## src/rtl/lock_burst_arbiter.sv

```systemverilog
// lock_burst_arbiter: two-requester round-robin arbiter that grants fixed-length bursts.
// The owner may lock the grant so that it can issue further bursts without re-arbitration.
module lock_burst_arbiter (
    input  logic       clk_i,
    input  logic       rst_ni,
    input  logic [1:0] req_i,
    input  logic [2:0] burst_len_i,
    input  logic       lock_i,
    input  logic       unlock_i,
    output logic [1:0] gnt_o,
    output logic       burst_start_o,
    output logic       burst_end_o,
    output logic       data_valid_o,
    output logic       busy_o
);
    typedef enum logic [1:0] {IDLE, BURST, LOCKED} state_e;
    state_e     state_q, state_d;
    logic [1:0] gnt_q, gnt_d;
    logic [2:0] len_q, len_d, cnt_q, cnt_d;
    logic       owner_q, owner_d, rr_q, rr_d, lock_q, lock_d;
    logic       start_q, start_d, end_q, end_d, valid_q, valid_d, busy_q;
    logic       win;
    always_comb begin
        // rr_q holds the last owner; on a tie the other requester wins
        win     = (req_i == 2'b11) ? ~rr_q : req_i[1];
        lock_d  = unlock_i ? 1'b0 : ((lock_i && gnt_q != 2'b00) ? 1'b1 : lock_q);
        state_d = state_q;
        gnt_d   = gnt_q;
        owner_d = owner_q;
        rr_d    = rr_q;
        len_d   = len_q;
        cnt_d   = cnt_q;
        start_d = 1'b0;
        end_d   = 1'b0;
        valid_d = 1'b0;
        case (state_q)
            IDLE: if (req_i != 2'b00) begin
                state_d = BURST;
                owner_d = win;
                rr_d    = win;
                gnt_d   = {win, ~win};
                len_d   = burst_len_i;
                cnt_d   = 3'd0;
                start_d = 1'b1;
                end_d   = (burst_len_i == 3'd0);
                valid_d = 1'b1;
            end
            BURST: if (cnt_q == len_q) begin
                state_d = lock_d ? LOCKED : IDLE;
                gnt_d   = lock_d ? gnt_q : 2'b00;
                cnt_d   = 3'd0;
            end else begin
                cnt_d   = cnt_q + 3'd1;
                end_d   = (cnt_q + 3'd1 == len_q);
                valid_d = 1'b1;
            end
            LOCKED: if (unlock_i) begin
                state_d = IDLE;
                gnt_d   = 2'b00;
            end else if (req_i[owner_q]) begin
                state_d = BURST;
                len_d   = burst_len_i;
                cnt_d   = 3'd0;
                start_d = 1'b1;
                end_d   = (burst_len_i == 3'd0);
                valid_d = 1'b1;
            end
            default: begin
                state_d = IDLE;
                gnt_d   = 2'b00;
            end
        endcase
    end
    always_ff @(posedge clk_i or negedge rst_ni) begin
        if (!rst_ni) begin
            state_q <= IDLE;
            gnt_q   <= 2'b00;
            owner_q <= 1'b0;
            rr_q    <= 1'b1;
            len_q   <= 3'd0;
            cnt_q   <= 3'd0;
            lock_q  <= 1'b0;
            start_q <= 1'b0;
            end_q   <= 1'b0;
            valid_q <= 1'b0;
            busy_q  <= 1'b0;
        end else begin
            state_q <= state_d;
            gnt_q   <= gnt_d;
            owner_q <= owner_d;
            rr_q    <= rr_d;
            len_q   <= len_d;
            cnt_q   <= cnt_d;
            lock_q  <= lock_d;
            start_q <= start_d;
            end_q   <= end_d;
            valid_q <= valid_d;
            busy_q  <= |gnt_d;
        end
    end
    assign gnt_o         = gnt_q;
    assign burst_start_o = start_q;
    assign burst_end_o   = end_q;
    assign data_valid_o  = valid_q;
    assign busy_o        = busy_q;
endmodule

```

## config.mk

```make
export PLATFORM = sky130hd
export DESIGN_NAME = lock_burst_arbiter
export DESIGN_NICKNAME = d
export VERILOG_FILES = /design/src/rtl/lock_burst_arbiter.sv
export SDC_FILE = /design/constraint.sdc
export NUM_CORES = 1
export LEC_CHECK = 0
export CORE_MARGIN = 5
export CORE_UTILIZATION = 30
export DETAILED_ROUTE_END_ITERATION = 7
export GPL_TIMING_DRIVEN = 0
export REMOVE_ABC_BUFFERS = 1
export SLEW_MARGIN = 20
export SYNTH_ARGS = -nofsm -noshare
export SYNTH_HDL_FRONTEND = slang
export SYNTH_SLANG_ARGS = --single-unit
```

## constraint.sdc

```tcl
create_clock -name clk_i -period 1.71 [get_ports clk_i]
set_input_delay 0.2565 -clock clk_i [delete_from_list [all_inputs] [get_ports clk_i]]
set_output_delay 0.2565 -clock clk_i [all_outputs]
set_load 0.03 [all_outputs]
```

==> results of run 1 <==
[power groups by stage]
stage | sequential [uW] | combinational [uW] | clock (uW)
after detailed placement | 746 | 1020 | 0
after floorplan | 832 | 642 | 0
final | 732 | 1010 | 224
after CTS | 736 | 1030 | 232
after global placement | 737 | 1000 | 0
after global routing | 761 | 1110 | 254
[per-layer routing]
metal | track usage | routed length [um] | up-vias
met5 | 0 | 0 | -
met4 | 0.0239 | 9 | 0
met3 | 0.0497 | 138 | 2
met2 | 0.159 | 854 | 17
met1 | 0.107 | 761 | 324
li1 | - | - | 318
[area by class of cell]
cell class,count,area (sq um)
Fill cell,283,1690
Sequential cell,17,427
Multi-Input combinational cell,59,399
Timing Repair Buffer,14,139
Tap cell,31,38.8
Clock buffer,3,22.5
Inverter,4,15.0
Clock inverter,1,5.00
[kinds of logic (layout without fill, tap and decap cells)]
group | after synthesis | after routing
AND/OR/NAND/NOR | 27 | 27
AO/OA/AOI/OAI | 22 | 22
flip-flops | 17 | 17
XOR/XNOR | 5 | 5
buffers and inverters | 5 | 22
multiplexers | 4 | 4
adder cells (fa/ha/maj) | 1 | 1
[cell usage after synthesis (all sizes together), types with 2 or more instances]
master   n
a21oi    4
dfrtp   16
inv      4
mux2     3
nand2   11
nor2     8
nor3b    2
o21ai    7
o31ai    2
xnor2    2
xor2     3
[registers in the layout, indices dropped and copies added (netlist names), 2 cells and up]
| name | count |
|---|---|
| state_q | 2 |
| len_q | 3 |
| gnt_o | 2 |
| cnt_q | 3 |
[cell usage in the layout (no fill, tap or decap), drive strengths merged]
master,instances
dlygate4sd2,1
clkinv,1
o211ai,1
and2b,1
xor2,3
a32o,1
a21oi,4
a21o,1
nand3,1
dfrtp,16
nor3,1
o2bb2ai,1
clkbuf,3
a211o,1
ha,1
dfstp,1
o31ai,2
clkdlybuf4s50,13
o41ai,1
a31oi,1
o21ai,7
nand2,11
inv,4
or3,1
nor2,8
and2,1
xnor2,2
mux2,3
a22oi,1
nor3b,2
nand4,1
o22ai,1
mux2i,1
[through the flow]
stage / power (uW) / std cells / utilization
finish: 1970 / 129 / 0.383
global route: 2120 / 129 / 0.383
CTS: 1990 / 129 / 0.383
detailed placement: 1770 / 125 / 0.373
global placement: 1740 / 125 / 0.373
floorplan: 1470 / 80 / -
[worst paths after layout]
kind,cells after the start,end,from
max,1,gnt_o[1],gnt_o[1]$_DFF_PN0_
min,1,cnt_q[1]$_DFFE_PN0P_,rst_ni
max reg2reg,4,gnt_o[1]$_DFF_PN0_,cnt_q[0]$_DFFE_PN0P_
min reg2reg,2,rr_q$_DFFE_PN1P_,rr_q$_DFFE_PN1P_
max in group asynchronous,1,busy_o$_DFF_PN0_,rst_ni
min in group clk_i,2,burst_end_o$_DFF_PN0_,burst_len_i[0]
==> impl_metrics.py, run 1 <==
metrics = {
    "power_and_ir_drop": {
        "intPower_uw": 1120,
        "leakagePower_uw": 0.000457,
        "p_switching_uw": 842,
        "p_sw_frac": 0.428,
        "powerDensity_nw_per_um2": 1880,
        "clockPowerShare": 0.114,
        "p_comb_frac": 0.514,
        "pwr-share-seq": 0.372,
        "ir_worst_vdd_uv": 807,
    },
    "clock_tree": {
        "cts_setup_buffers": 0,
        "clockBufferDepth": 2,
        "cts_resized": 1,
        "insertion_delay_ps": 300,
        "clock-root-buffer": "clkbuf_4",
        "ctsHoldBuffers": 0,
        "cts_inserted_buffers": 3,
        "clk_pin_slew_ps": 110,
        "cts_sinks": 17,
        "cts_max_level": 1,
        "cts_tree": "built",
    },
    "cells_and_area": {
        "nets": 109,
        "drive_gt1_frac": 0.143,
        "syn_to_final_growth_pct": 23.7,
        "insertedDiodeCount": 0,
        "postLayoutCellArea_sq_um": 1050,
    },
    "yosys": {
        "yosys.area_share.simple": 0.160,
        "syn_avg_cell_area_sq_um": 10.4,
        "synthXorXnorAreaFrac": 0.0607,
        "synth-edff-count": 0,
        "postSynthCellCount": 81,
        "synth_top_area_cell": "dfrtp_1",
        "synth_top_area_frac": 0.473,
        "yosysSeqAreaShare": 0.504,
        "synth_seq_cells": 17,
        "synth_warnings": 0,
        "synth_top_family_by_area": "compound AO/OA/AOI/OAI gates",
        "synth_compound_area_frac": 0.185,
        "yosys-top-cells-area": "dfrtp_1, nand2_1, mux2_2",
        "ys.flop_type": "dfrtp_1",
        "async_flop_share": 1.00,
        "yosys.area_share.adder": 0.0148,
        "synth_mux_area_frac": 0.0518,
        "synth_cell_type_count": 34,
        "synth_area_sq_um": 846,
    },
    "drt": {
        "via_count": 661,
        "ant_nets": 0,
        "drt_iter0_drc": 27,
        "drc": 0,
        "drt_first_pass_iters": 2,
        "routed_wl_um": 1760,
        "wl_per_cell_um": 13.7,
        "vias_per_cell": 5.12,
    },
    "sta": {
        "max_freq_mhz": 614,
        "fin_ws_ps": 81.0,
        "hold_viol": 0,
        "slew-limit-headroom": 0.479,
        "fin_crit_sh": 0.953,
        "rsz0062_at_grt": "no",
        "setup_viol_count_final": 0,
        "fin_skew_ps": 8.19,
        "whs_ps": 400,
        "tns_ps": 0,
        "fin_crit_ps": 1630,
        "worstMarginPinSlew_ps": 779,
        "drv_slew": 0,
    },
    "critical_path": {
        "cp.arrival_ps": 1370,
        "ff2ff_setup_slack_ps": 210,
        "path_buf_inv": 1,
        "critPathLaunchType": "register",
        "crit_family": "buffers and inverters",
        "max_stage_delay_ps": 680,
        "slowest_stage": "clkdlybuf4s50_1",
        "crit_type": "reg2out",
        "cp.required_ps": 1450,
        "cp-end-kind": "primary output",
        "critical_path.max_fanout": 4,
        "worstPathCellList": "clkdlybuf4s50_1",
    },
    "floorplanning": {
        "io-pin-count": 15,
        "die-area_sq_um": 3980,
        "rows": 19,
        "die_x_um": 63.1,
        "fp.dieH_um": 63.1,
        "core_sq_um": 2730,
        "start_util": 0.309,
    },
    "place": {
        "io_buffers": 14,
        "gp_congestion": 0.804,
        "pre_cts_slack_ps": -97.7,
        "placed_area_sq_um": 1020,
        "dpl.hpwl_um": 1290,
    },
    "global_routing": {
        "grt_pass1_vias": 689,
        "grt-ovfl-total": 0,
        "track_usage": 0.0956,
        "antenna_found_initial": 0,
        "grt_pass1_wl_um": 3050,
        "grt_max_degree": 18,
    },
    "run": {
        "drv_cap": 0,
    },
    "hold_path": {
        "hold_path_class": "in2async",
    },
    "outcome": {
        "outcome": "finished, final reports clean",
    },
}
No activity file was read; power rests on OpenSTA's default activity.
==> run 2, diff against run 1 <==
--- a/config.mk
+++ b/config.mk
@@ -7,10 +7,11 @@
 export LEC_CHECK = 0
 export CORE_MARGIN = 5
 export CORE_UTILIZATION = 30
+export CTS_BUF_LIST = sky130_fd_sc_hd__clkbuf_16
 export DETAILED_ROUTE_END_ITERATION = 7
 export GPL_TIMING_DRIVEN = 0
 export REMOVE_ABC_BUFFERS = 1
-export SLEW_MARGIN = 20
+export SLEW_MARGIN = 40
 export SYNTH_ARGS = -nofsm -noshare
 export SYNTH_HDL_FRONTEND = slang
 export SYNTH_SLANG_ARGS = --single-unit
==> constraint.sdc (replaced) <==
create_clock -name clk_i -period 2 [get_ports clk_i]
set_input_delay 0.3 -clock clk_i [delete_from_list [all_inputs] [get_ports clk_i]]
set_output_delay 0.3 -clock clk_i [all_outputs]
set_load 0.03 [all_outputs]
==> impl_metrics.py, run 2 (synthesis results as in run 1) <==
metrics = {
    "clock_tree": {
        "cts_inserted_buffers": 3,
        "insertion_delay_ps": 250,
        "cts_sinks": 17,
        "cts_max_level": 1,
        "cts_tree": "built",
        "clockBufferDepth": 2,
        "ctsHoldBuffers": 0,
        "cts_setup_buffers": 0,
        "clk_pin_slew_ps": 50,
        "clock-root-buffer": "clkbuf_16",
        "cts_resized": 0,
    },
    "global_routing": {
        "antenna_found_initial": 0,
        "grt_pass1_wl_um": 3030,
        "track_usage": 0.0944,
        "grt-ovfl-total": 0,
        "grt_pass1_vias": 716,
        "grt_max_degree": 18,
    },
    "cells_and_area": {
        "fillers": 274,
        "nets": 109,
        "syn_to_final_growth_pct": 29.4,
        "ff_latch_area_sq_um": 427,
        "layout_common_cells": "dfrtp_1, clkdlybuf4s50_1, nand2_1",
        "insertedDiodeCount": 0,
        "drive_gt1_frac": 0.153,
        "layout_commonest_cell": "dfrtp_1",
        "stdcell_count": 129,
        "reg_top3": "cnt_q x3, len_q x3",
        "multi_input_area_sq_um": 399,
    },
    "critical_path": {
        "cp-end-kind": "primary output",
        "cp.arrival_ps": 1380,
        "r2r_cells": 4,
        "max_stage_delay_ps": 710,
        "slowest_stage": "clkdlybuf4s50_1",
        "cp.required_ps": 1700,
        "crit_type": "reg2out",
        "critPathLaunchType": "register",
        "worstPathCellList": "clkdlybuf4s50_1",
        "critical_path.max_fanout": 6,
        "path_buf_inv": 1,
        "cp.depth": 1,
        "crit_family": "buffers and inverters",
    },
    "sta": {
        "fin_ws_ps": 319,
        "rsz0062_at_grt": "no",
        "max_freq_mhz": 595,
        "setup_viol_count_final": 0,
        "fin_crit_sh": 0.841,
        "worstMarginPinSlew_ps": 385,
        "slew-limit-headroom": 0.743,
        "tns_ps": 0,
        "hold_viol": 16,
        "whs_ps": -32.1,
        "fin_crit_ps": 1680,
        "drv_slew": 0,
        "fin_skew_ps": 2.88,
    },
    "drt": {
        "routed_wl_um": 1780,
        "drt_iter0_drc": 39,
        "drt_first_pass_iters": 4,
        "ant_nets": 0,
        "wl_per_cell_um": 13.8,
        "via_count": 667,
        "vias_per_cell": 5.17,
        "drc": 0,
    },
    "outcome": {
        "violations": "negative hold slack",
        "outcome": "complete, but fails checks",
    },
    "place": {
        "pre_cts_slack_ps": 149,
        "io_buffers": 14,
        "placed_cells": 125,
        "gp_congestion": 0.804,
        "dpl.hpwl_um": 1290,
    },
    "floorplanning": {
        "die-area_sq_um": 3980,
        "fp.dieH_um": 63.1,
        "core_sq_um": 2730,
        "start_util": 0.309,
        "io-pin-count": 15,
        "die_x_um": 63.1,
        "rows": 19,
    },
    "power_and_ir_drop": {
        "power.total_uw": 1910,
        "leakagePower_uw": 0.000478,
        "ir_worst_vdd_uv": 851,
        "powerDensity_nw_per_um2": 1740,
    },
    "run": {
        "drv_cap": 0,
    },
    "hold_path": {
        "hold_path_class": "in2async",
    },
}
-- run 2: changes by cell type in the layout (fill, tap and decap cells not counted), sizes merged --
| cell | delta |
|---|---|
| buf | +1 |
| dlygate4sd2 | -1 |
-- run 2: metrics by stage --
step | hold slack (ps) | area, sq um | util
after CTS | 526 | 1100 | 0.402
after floorplan | 4.41 | 841 | -
after global routing | 2.39 | 1090 | 0.400
after global placement | 517 | 1020 | 0.373
after detailed placement | 511 | 1020 | 0.373
final | -32.1 | 1090 | 0.400
-- run 2: per-layer routing --
metal  vias up  part of all wire  wire, um  global-route usage
met5         -                 0         0                   0
met4         0            0.0067        12              0.0239
met3         2             0.075       133              0.0497
met2        17              0.50       893               0.164
met1       327              0.42       745              0.0991
li1        321                 -         -                   -
-- run 2: final cells by class --
| type | count | area share |
|---|---|---|
| well taps | 31 | 0.0354 |
| inverters | 4 | 0.0137 |
| flip-flops and latches | 17 | 0.390 |
| clock inverters | 1 | 0.00457 |
| multi-input cells | 59 | 0.365 |
| clock buffers | 3 | 0.0686 |
| repair buffers | 14 | 0.123 |
-- run 2: worst paths after layout --
| path | from | to | slack, ps |
|---|---|---|---|
| min reg2reg | len_q[0]$_DFFE_PN0P_ | len_q[0]$_DFFE_PN0P_ | 520 |
| max in group asynchronous | rst_ni | rr_q$_DFFE_PN1P_ | 1720 |
| max reg2reg | cnt_q[0]$_DFFE_PN0P_ | gnt_o[1]$_DFF_PN0_ | 520 |
| max | gnt_o[0]$_DFF_PN0_ | gnt_o[0] | 320 |
| min in group clk_i | len_q[0]$_DFFE_PN0P_ | len_q[0]$_DFFE_PN0P_ | 520 |
| min | rst_ni | cnt_q[1]$_DFFE_PN0P_ | -30 |
-- run 2: power breakdown --
| group | switching, uW | leakage, uW | internal (uW) |
|---|---|---|---|
| Sequential | 128 | 0.000207 | 502 |
| Clock | 136 | 0.0000409 | 268 |
| Combinational | 479 | 0.000230 | 392 |
==> run 3, diff against run 2 <==
==> constraint.sdc (replaced) <==
create_clock -name clk_i -period 1.4 [get_ports clk_i]
set_input_delay 0.21 -clock clk_i [delete_from_list [all_inputs] [get_ports clk_i]]
set_output_delay 0.21 -clock clk_i [all_outputs]
set_load 0.03 [all_outputs]
==> impl_metrics.py, run 3 (synthesis results as in run 1) <==
metrics = {
    "floorplanning": {
        "fp.dieH_um": 63.1,
        "die_x_um": 63.1,
        "core_sq_um": 2730,
        "die-area_sq_um": 3980,
        "rows": 19,
        "start_util": 0.309,
        "io-pin-count": 15,
    },
    "place": {
        "placed_area_sq_um": 1020,
        "placed_cells": 125,
        "dpl.hpwl_um": 1290,
        "gp_congestion": 0.804,
        "io_buffers": 14,
    },
    "critical_path": {
        "crit_type": "reg2reg",
        "max_stage_delay_ps": 410,
        "cp-end-kind": "register",
        "cp.arrival_ps": 1580,
        "r2r_cells": 5,
        "crit_family": "compound AO/OA/AOI/OAI gates",
        "slowest_stage": "dfrtp_1",
        "critical_path.max_fanout": 5,
        "cp.required_ps": 1540,
        "path_buf_inv": 1,
        "cp.depth": 5,
        "worstPathCellList": "xor2_2, o31ai_4, buf_4, nor2_2, a21o_2",
        "critPathLaunchType": "register",
    },
    "clock_tree": {
        "clockBufferDepth": 2,
        "cts_inserted_buffers": 3,
        "clk_pin_slew_ps": 50,
        "clock-root-buffer": "clkbuf_16",
        "cts_max_level": 1,
        "cts_tree": "built",
        "cts_sinks": 17,
        "insertion_delay_ps": 240,
    },
    "drt": {
        "wl_per_cell_um": 14.0,
        "drc": 0,
        "vias_per_cell": 5.12,
        "ant_nets": 0,
        "via_count": 701,
        "drt_first_pass_iters": 4,
        "routed_wl_um": 1920,
        "drt_iter0_drc": 45,
    },
    "sta": {
        "fin_crit_ps": 1450,
        "drv_slew": 0,
        "fin_ws_ps": -46.1,
        "fin_crit_sh": 1.03,
        "setup_viol_count_final": 2,
        "worstMarginPinSlew_ps": 386,
        "slew-limit-headroom": 0.742,
        "rsz0062_at_grt": "yes",
        "fin_skew_ps": 1.38,
        "hold_viol": 0,
        "max_freq_mhz": 692,
    },
    "cells_and_area": {
        "syn_to_final_growth_pct": 39.5,
        "layout_commonest_cell": "dfrtp_1",
        "multi_input_area_sq_um": 432,
        "stdcell_count": 137,
        "nets": 117,
        "utilization": 0.432,
        "ff_latch_area_sq_um": 427,
        "layout_common_cells": "dfrtp_1, nand2_1, dlygate4sd2_1",
        "postLayoutCellArea_sq_um": 1180,
        "fillers": 269,
        "insertedDiodeCount": 0,
        "reg_top3": "cnt_q x3, len_q x3",
        "drive_gt1_frac": 0.255,
    },
    "global_routing": {
        "track_usage": 0.101,
        "grt_pass1_vias": 741,
        "grt-ovfl-total": 0,
        "grt_pass1_wl_um": 3220,
        "antenna_found_initial": 0,
        "grt_max_degree": 18,
    },
    "power_and_ir_drop": {
        "powerDensity_nw_per_um2": 2460,
        "leakagePower_uw": 0.000541,
        "ir_worst_vdd_uv": 1330,
    },
    "outcome": {
        "outcome": "complete, but fails checks",
        "violations": "negative setup slack",
    },
    "run": {
        "drv_cap": 0,
    },
    "hold_path": {
        "hold_path_class": "in2async",
    },
}
run 3: area by class of cell:
class                   count  share of cell area
clock inverters             1             0.00424
inverters                   4              0.0127
multi-input cells          59               0.366
well taps                  31              0.0329
clock buffers               3              0.0636
flip-flops and latches     17               0.362
repair buffers             22               0.159
run 3: what timing repair did:
item / 4_1_cts / 5_1_grt
resized for setup: 10 / 4
hold buffers: 0 / 1
setup endpoints to repair: 15 / 11
setup buffers: 4 / 3
pin swaps: 8 / 4
hold endpoints to repair: 0 / 16
run 3: path summary, 6_finish.rpt:
check	start	endpoint	slack, ps
max in group asynchronous	rst_ni	rr_q$_DFFE_PN1P_	660
setup / recovery	cnt_q[1]$_DFFE_PN0P_	cnt_q[0]$_DFFE_PN0P_	-50
hold reg to reg	rr_q$_DFFE_PN1P_	rr_q$_DFFE_PN1P_	520
min in group clk_i	req_i[0]	rr_q$_DFFE_PN1P_	450
setup reg to reg	cnt_q[1]$_DFFE_PN0P_	cnt_q[0]$_DFFE_PN0P_	-50
hold / removal	rst_ni	cnt_q[1]$_DFFE_PN0P_	430
run 3: per-stage QoR:
stage | worst slack (ps) | setup TNS (ps) | total power (uW) | hold WS, ps
after CTS | -48.4 | -83.0 | 2820 | 452
after global placement | -355 | -1890 | 2130 | 517
after global routing | -120 | -362 | 3110 | 473
after floorplan | 30.6 | 0 | 1800 | -85.6
after detailed placement | -361 | -2160 | 2160 | 511
final | -46.1 | -71.7 | 2900 | 430
run 3: per-layer routing:
layer / share of wire / GRT usage / vias up
li1: - / - / 335
met1: 0.41 / 0.106 / 347
met2: 0.52 / 0.179 / 17
met3: 0.062 / 0.0497 / 2
met4: 0.0062 / 0.0239 / 0
met5: 0 / 0 / -
run 3: worst reg2reg max path, delay by kind of cell (launching register included):
family | cells | cell delay (ps)
and+or+nand+nor | 1 | 30
DFF | 1 | 410
buffers and inverters | 1 | 180
AOI/OAI and AO/OA | 2 | 520
xor gates and xnor gates | 1 | 210
run 3: report_power, final:
group,switching [uW],internal (uW),total [uW]
registers,174,717,892
logic,775,666,1440
clock network,185,382,566
total,1130,1760,2900
==> variant 1 (settings of run 2) <==
Encoding of `state_e`: now one-hot (3 bits for 3 states).
--- a/src/rtl/lock_burst_arbiter.sv
+++ b/src/rtl/lock_burst_arbiter.sv
@@ -15,3 +15,3 @@
 );
-    typedef enum logic [1:0] {IDLE, BURST, LOCKED} state_e;
+    typedef enum logic [2:0] {IDLE = 3'b001, BURST = 3'b010, LOCKED = 3'b100} state_e;
     state_e     state_q, state_d;
Function: no difference found for any inputs over 10 cycles, from zero or initial values and one cycle with rst_ni low; not proved beyond that.
==> variant 1 against run 2 <==
  * The run still ends with hold timing left
  * Power down 2.9%
  * Final area grew 8.9%
  * Critical path type is now register to register
  * Sequential cell count rose by 1
  * Synthesized area is 12% higher
  * Non-clock buffer count stayed put
  * Sequential power up 6.7%
  * Setup slack lost 0.045 ns
  * Cell count grew 16%
  * Wire length grew 2.5%
  * First-iteration DRC count is 7.7% lower
  * Clock skew hardly changed
==> variant 1: results (changes against run 2) <==
** Outcome
- The flow ran to the end, but the final reports show violations.
- Violated checks :: hold timing

** Detailed routing
- The first-iteration detailed-routing DRC count is 36 (-7.7%).
- The via count was 709 (+6.3%).
- Post-detailed-routing wire length :: 1829 um (+2.5%)

** Place
- Post-DP HPWL :: 1326 um (+3.1%)
- Global placer's final weighted congestion :: 0.7865 (-2.1%)
- The number of placed instances, taps included came to 145 (+16%).

** Power
- The total leakage power came to 0.5021 nW (+5.1%).

** Global route
- The largest net degree at the start of global routing came to 19 (+1).

** Finish
- Fill cell count :: 304 (+11%)
- The non-clock buffer share of cell area is 11.33% (-1.0 points).
- Share of post-route cells with drive strength above 1 :: 15.24% (-0.068 points)

** Synthesis
- The mean instance size in the synthesized netlist came to 10.52 um^2 (+0.78%).
- Share of synthesized cell area in full adder, half adder and majority cells :: 1.321% (-0.16 points)
- The post-synthesis register bit count was 18 (+1).
- The sequential area share after synthesis came to 47.82% (-2.6 points).
- The distinct cell type count after synthesis was 36 (+5.9%).
- After synthesis, the most frequently instantiated cells are 16 x sky130_fd_sc_hd__dfrtp_1, 9 x sky130_fd_sc_hd__nand2_1, 7 x sky130_fd_sc_hd__o21ai_0, 5 x sky130_fd_sc_hd__a21oi_1, 4 x sky130_fd_sc_hd__mux2_2.

** Worst setup path
- The maximum fanout along the worst path is 10 (+4).
- The delay of the slowest critical-path stage was 0.63 ns (-0.08 ns).
- CP delay by family, top :: flip-flops
- The data arrival time of the critical path was 1.86 ns (+0.48 ns).

** STA
- Minimum period implied by the final worst setup slack :: 1.727 ns (+0.04533 ns)
- The final hold slack was -0.03394 ns (-0.001827 ns).
- Hold violation total from the final report :: 16 (unchanged)
- The worst clock skew on the final layout was 0.002557 ns (-0.0003202 ns).
-- variant 1: cell types whose count changed after synthesis, moves of 2 or more --
cell / before / now
sky130_fd_sc_hd__nor2b_1: 0 / 2
sky130_fd_sc_hd__nor3_1: 0 / 3
sky130_fd_sc_hd__a21o_1: 0 / 3
sky130_fd_sc_hd__nor2_1: 8 / 3
sky130_fd_sc_hd__nand3_1: 1 / 3
-- variant 1: metal layers --
metal | vias up | track usage, % | part of all wire (%)
met2 | 17 | 15.74 | 48
met4 | 0 | 8.376 | 3.2
li1 | 349 | - | -
met3 | 5 | 1.531 | 4.1
met1 | 338 | 11.78 | 45
met5 | - | 0 | 0
-- variant 1: worst reg2reg max path: stages, from the launching register on --
cell	delay (ns)
sky130_fd_sc_hd__dfstp_2	0.63
sky130_fd_sc_hd__nor3b_1	0.32
sky130_fd_sc_hd__o21ai_2	0.20
sky130_fd_sc_hd__nand2_4	0.13
sky130_fd_sc_hd__mux2_2	0.33
==> variant 2 (config.mk and constraints of run 2) <==
Without the edit above. Reset style: synchronous (`rst_ni`), changed in one clocked block.
--- a/src/rtl/lock_burst_arbiter.sv
+++ b/src/rtl/lock_burst_arbiter.sv
@@ -73,3 +73,3 @@
     end
-    always_ff @(posedge clk_i or negedge rst_ni) begin
+    always_ff @(posedge clk_i) begin
         if (!rst_ni) begin
Function: differs if rst_ni is asserted again (counterexample within 4 cycles, from zero or initial values and one cycle with rst_ni low); with rst_ni held inactive, the same outputs for 10 cycles.
==> variant 2 against run 2 <==
  * Setup slack worse by 0.14 ns
  * Sequential cell count stayed put
  * Critical path depth rose by 5
  * Synthesized area shrank 3.7%
  * Final area down 4.3%
  * Critical path type is now input port to register
  * Largest cell class is now multi-input gates
  * Wire length down 11%
  * Critical endpoint is now burst_end_o
  * Worst hold slack improved by 0.54 ns
  * Global-route usage shrank 0.43 points
  * Synthesized cell count is 12% higher
Power is not compared: it rests on default switching activity, and its combinational part moved more than twofold at a synthesized area within 25%.
==> variant 2: results (changes against run 2) <==
** Synthesis
- Synth async-reset ratio :: 0% (-100 points)
- The mux contribution to synthesized area is 6.144% (+0.97 points).
- Area fraction in compound gates after synthesis :: 18.13% (-0.37 points)
- In the post-synthesis netlist, the biggest area contributors are sky130_fd_sc_hd__dfxtp_1 42%, sky130_fd_sc_hd__nor2b_1 6.9%, sky130_fd_sc_hd__mux2i_1 6.1%, sky130_fd_sc_hd__nand2_1 4.1%, sky130_fd_sc_hd__xor2_1 3.2%.
- Number of distinct standard cells referenced by the synthesized netlist :: 32 (-5.9%)
- Portion of the post-synthesis area used by sequential elements :: 41.78% (-8.7 points)
- The commonest cells after synthesis are 17 x sky130_fd_sc_hd__dfxtp_1, 9 x sky130_fd_sc_hd__nand2_1, 9 x sky130_fd_sc_hd__nor2b_1, 6 x sky130_fd_sc_hd__nor2_1.
- Fraction of synthesized cell area in xor and xnor cells :: 5.376% (-0.69 points)

** Global route
- The first-pass GRT wire length is 2946 um (-2.7%).
- Number of global-route vias before repair :: 705 (-1.5%)
- Maximum number of pins on one net before global-route repair :: 14 (-4)

** STA
- The actual slew at the worst max-slew pin was 0.3990 ns (+0.01417 ns).
- The worst clock skew on the final layout is 0.001914 ns (-0.0009624 ns).

** Worst setup path
- The delay of the slowest critical-path stage was 0.61 ns (-0.10 ns).
- Arrival time reported for the critical path endpoint :: 1.99 ns (+0.61 ns)
- The worst register-to-register path begins at cnt_q[0].
- Tracing the worst setup path back leads to its startpoint at req_i[0].
- Maximum fanout along the worst path :: 7 (+1)

** Place
- The global placer's final weighted congestion was 0.7356 (-8.5%).
- The worst slack at placement came to -0.1723 ns (-0.3211 ns).
- The detailed placement HPWL came to 1174 um (-8.6%).

** Detailed routing
- Detail-routed via count per cell :: 4.971 (-3.9%)
- The first-iteration detailed-routing DRC count was 15 (-62%).
- The detailed-route wire length per cell was 11.71 um (-15%).

** Finish
- The share of cells above drive strength 1 came to 3.774% (-12 points).
- Fill cell count :: 267 (-2.6%)

** Power
- IR drop worst, VDD :: about 0.00085 V

** Outcome
- The run finished with clean final reports.
## variant 2: cell types whose count changed in the layout (fill, tap and decap cells not counted), moves of 3 or more
cell and change:
sky130_fd_sc_hd__o21ai_0 -3, sky130_fd_sc_hd__dfxtp_1 +17, sky130_fd_sc_hd__dfrtp_1 -16, sky130_fd_sc_hd__mux2_2 -3, sky130_fd_sc_hd__mux2i_1 +4, sky130_fd_sc_hd__nor2b_1 +9
## variant 2: layout make-up
class | instances | area, um^2 | share of cell area, %
timing repair buffer | 14 | 142.6 | 13.62
sequential | 17 | 340.3 | 32.50
clock inverter | 1 | 3.754 | 0.3584
multi-input combinational | 66 | 429.2 | 40.98
clock buffer | 3 | 75.07 | 7.168
inverter | 5 | 18.77 | 1.792
tap | 30 | 37.54 | 3.584
## variant 2: where the power goes
| group | total, W | switching, W | internal [W] |
|---|---|---|---|
| logic | 0.000191 | 0.000102 | 0.0000892 |
| clock network | 0.000389 | 0.000124 | 0.000265 |
| registers | 0.000391 | 0.0000221 | 0.000369 |
| total | 0.000971 | 0.000248 | 0.000723 |
## variant 2: cells by family (layout without fill, tap and decap cells)
family	count (synthesis)	after routing
compound gates	22	22
xor+xnor	5	5
fa+ha+maj	1	1
buf+inv	8	23
flops	17	17
mux	5	5
simple gates	33	33
## variant 2: repair_timing
action	CTS	global route
setup endpoints to repair	0	1
resized for setup	0	2
hold buffers	0	0
## variant 2: metrics by stage
stage / hold WS [ns] / instance area, um^2 / util (%) / cells / TNS (ns)
4_1_cts: 0.5205 / 1042 / 40.95 / 136 / 0
3_5_place_dp: 0.5142 / 963.4 / 37.86 / 132 / -0.1723
6_report: 0.5094 / 1047 / 41.15 / 136 / 0
5_1_grt: 0.5406 / 1047 / 41.15 / 136 / 0
2_1_floorplan: 0.3889 / 785.8 / - / 88 / 0
3_3_place_gp: 0.4991 / 963.4 / 37.86 / 132 / -0.1633
## variant 2: worst paths after layout
kind	to	slack [ns]	cells after the start
max	burst_end_o	0.18	6
min	rr_q	0.51	3
max reg2reg	busy_o	0.36	5
min reg2reg	gnt_o[0]	0.52	2
## variant 2: tightest hold or removal path, delay by kind of cell
kind            cells  cell delay (ns)
buf+inv             1             0.21
compound gates      1             0.08
simple gates        1             0.10
## variant 2: layer usage
metal	GRT usage (%)	vias up	part of all wire, %
met2	13.60	15	44
met4	2.439	0	0.69
met3	4.137	2	6.0
met1	11.46	313	49
met5	0	-	0
li1	-	346	-
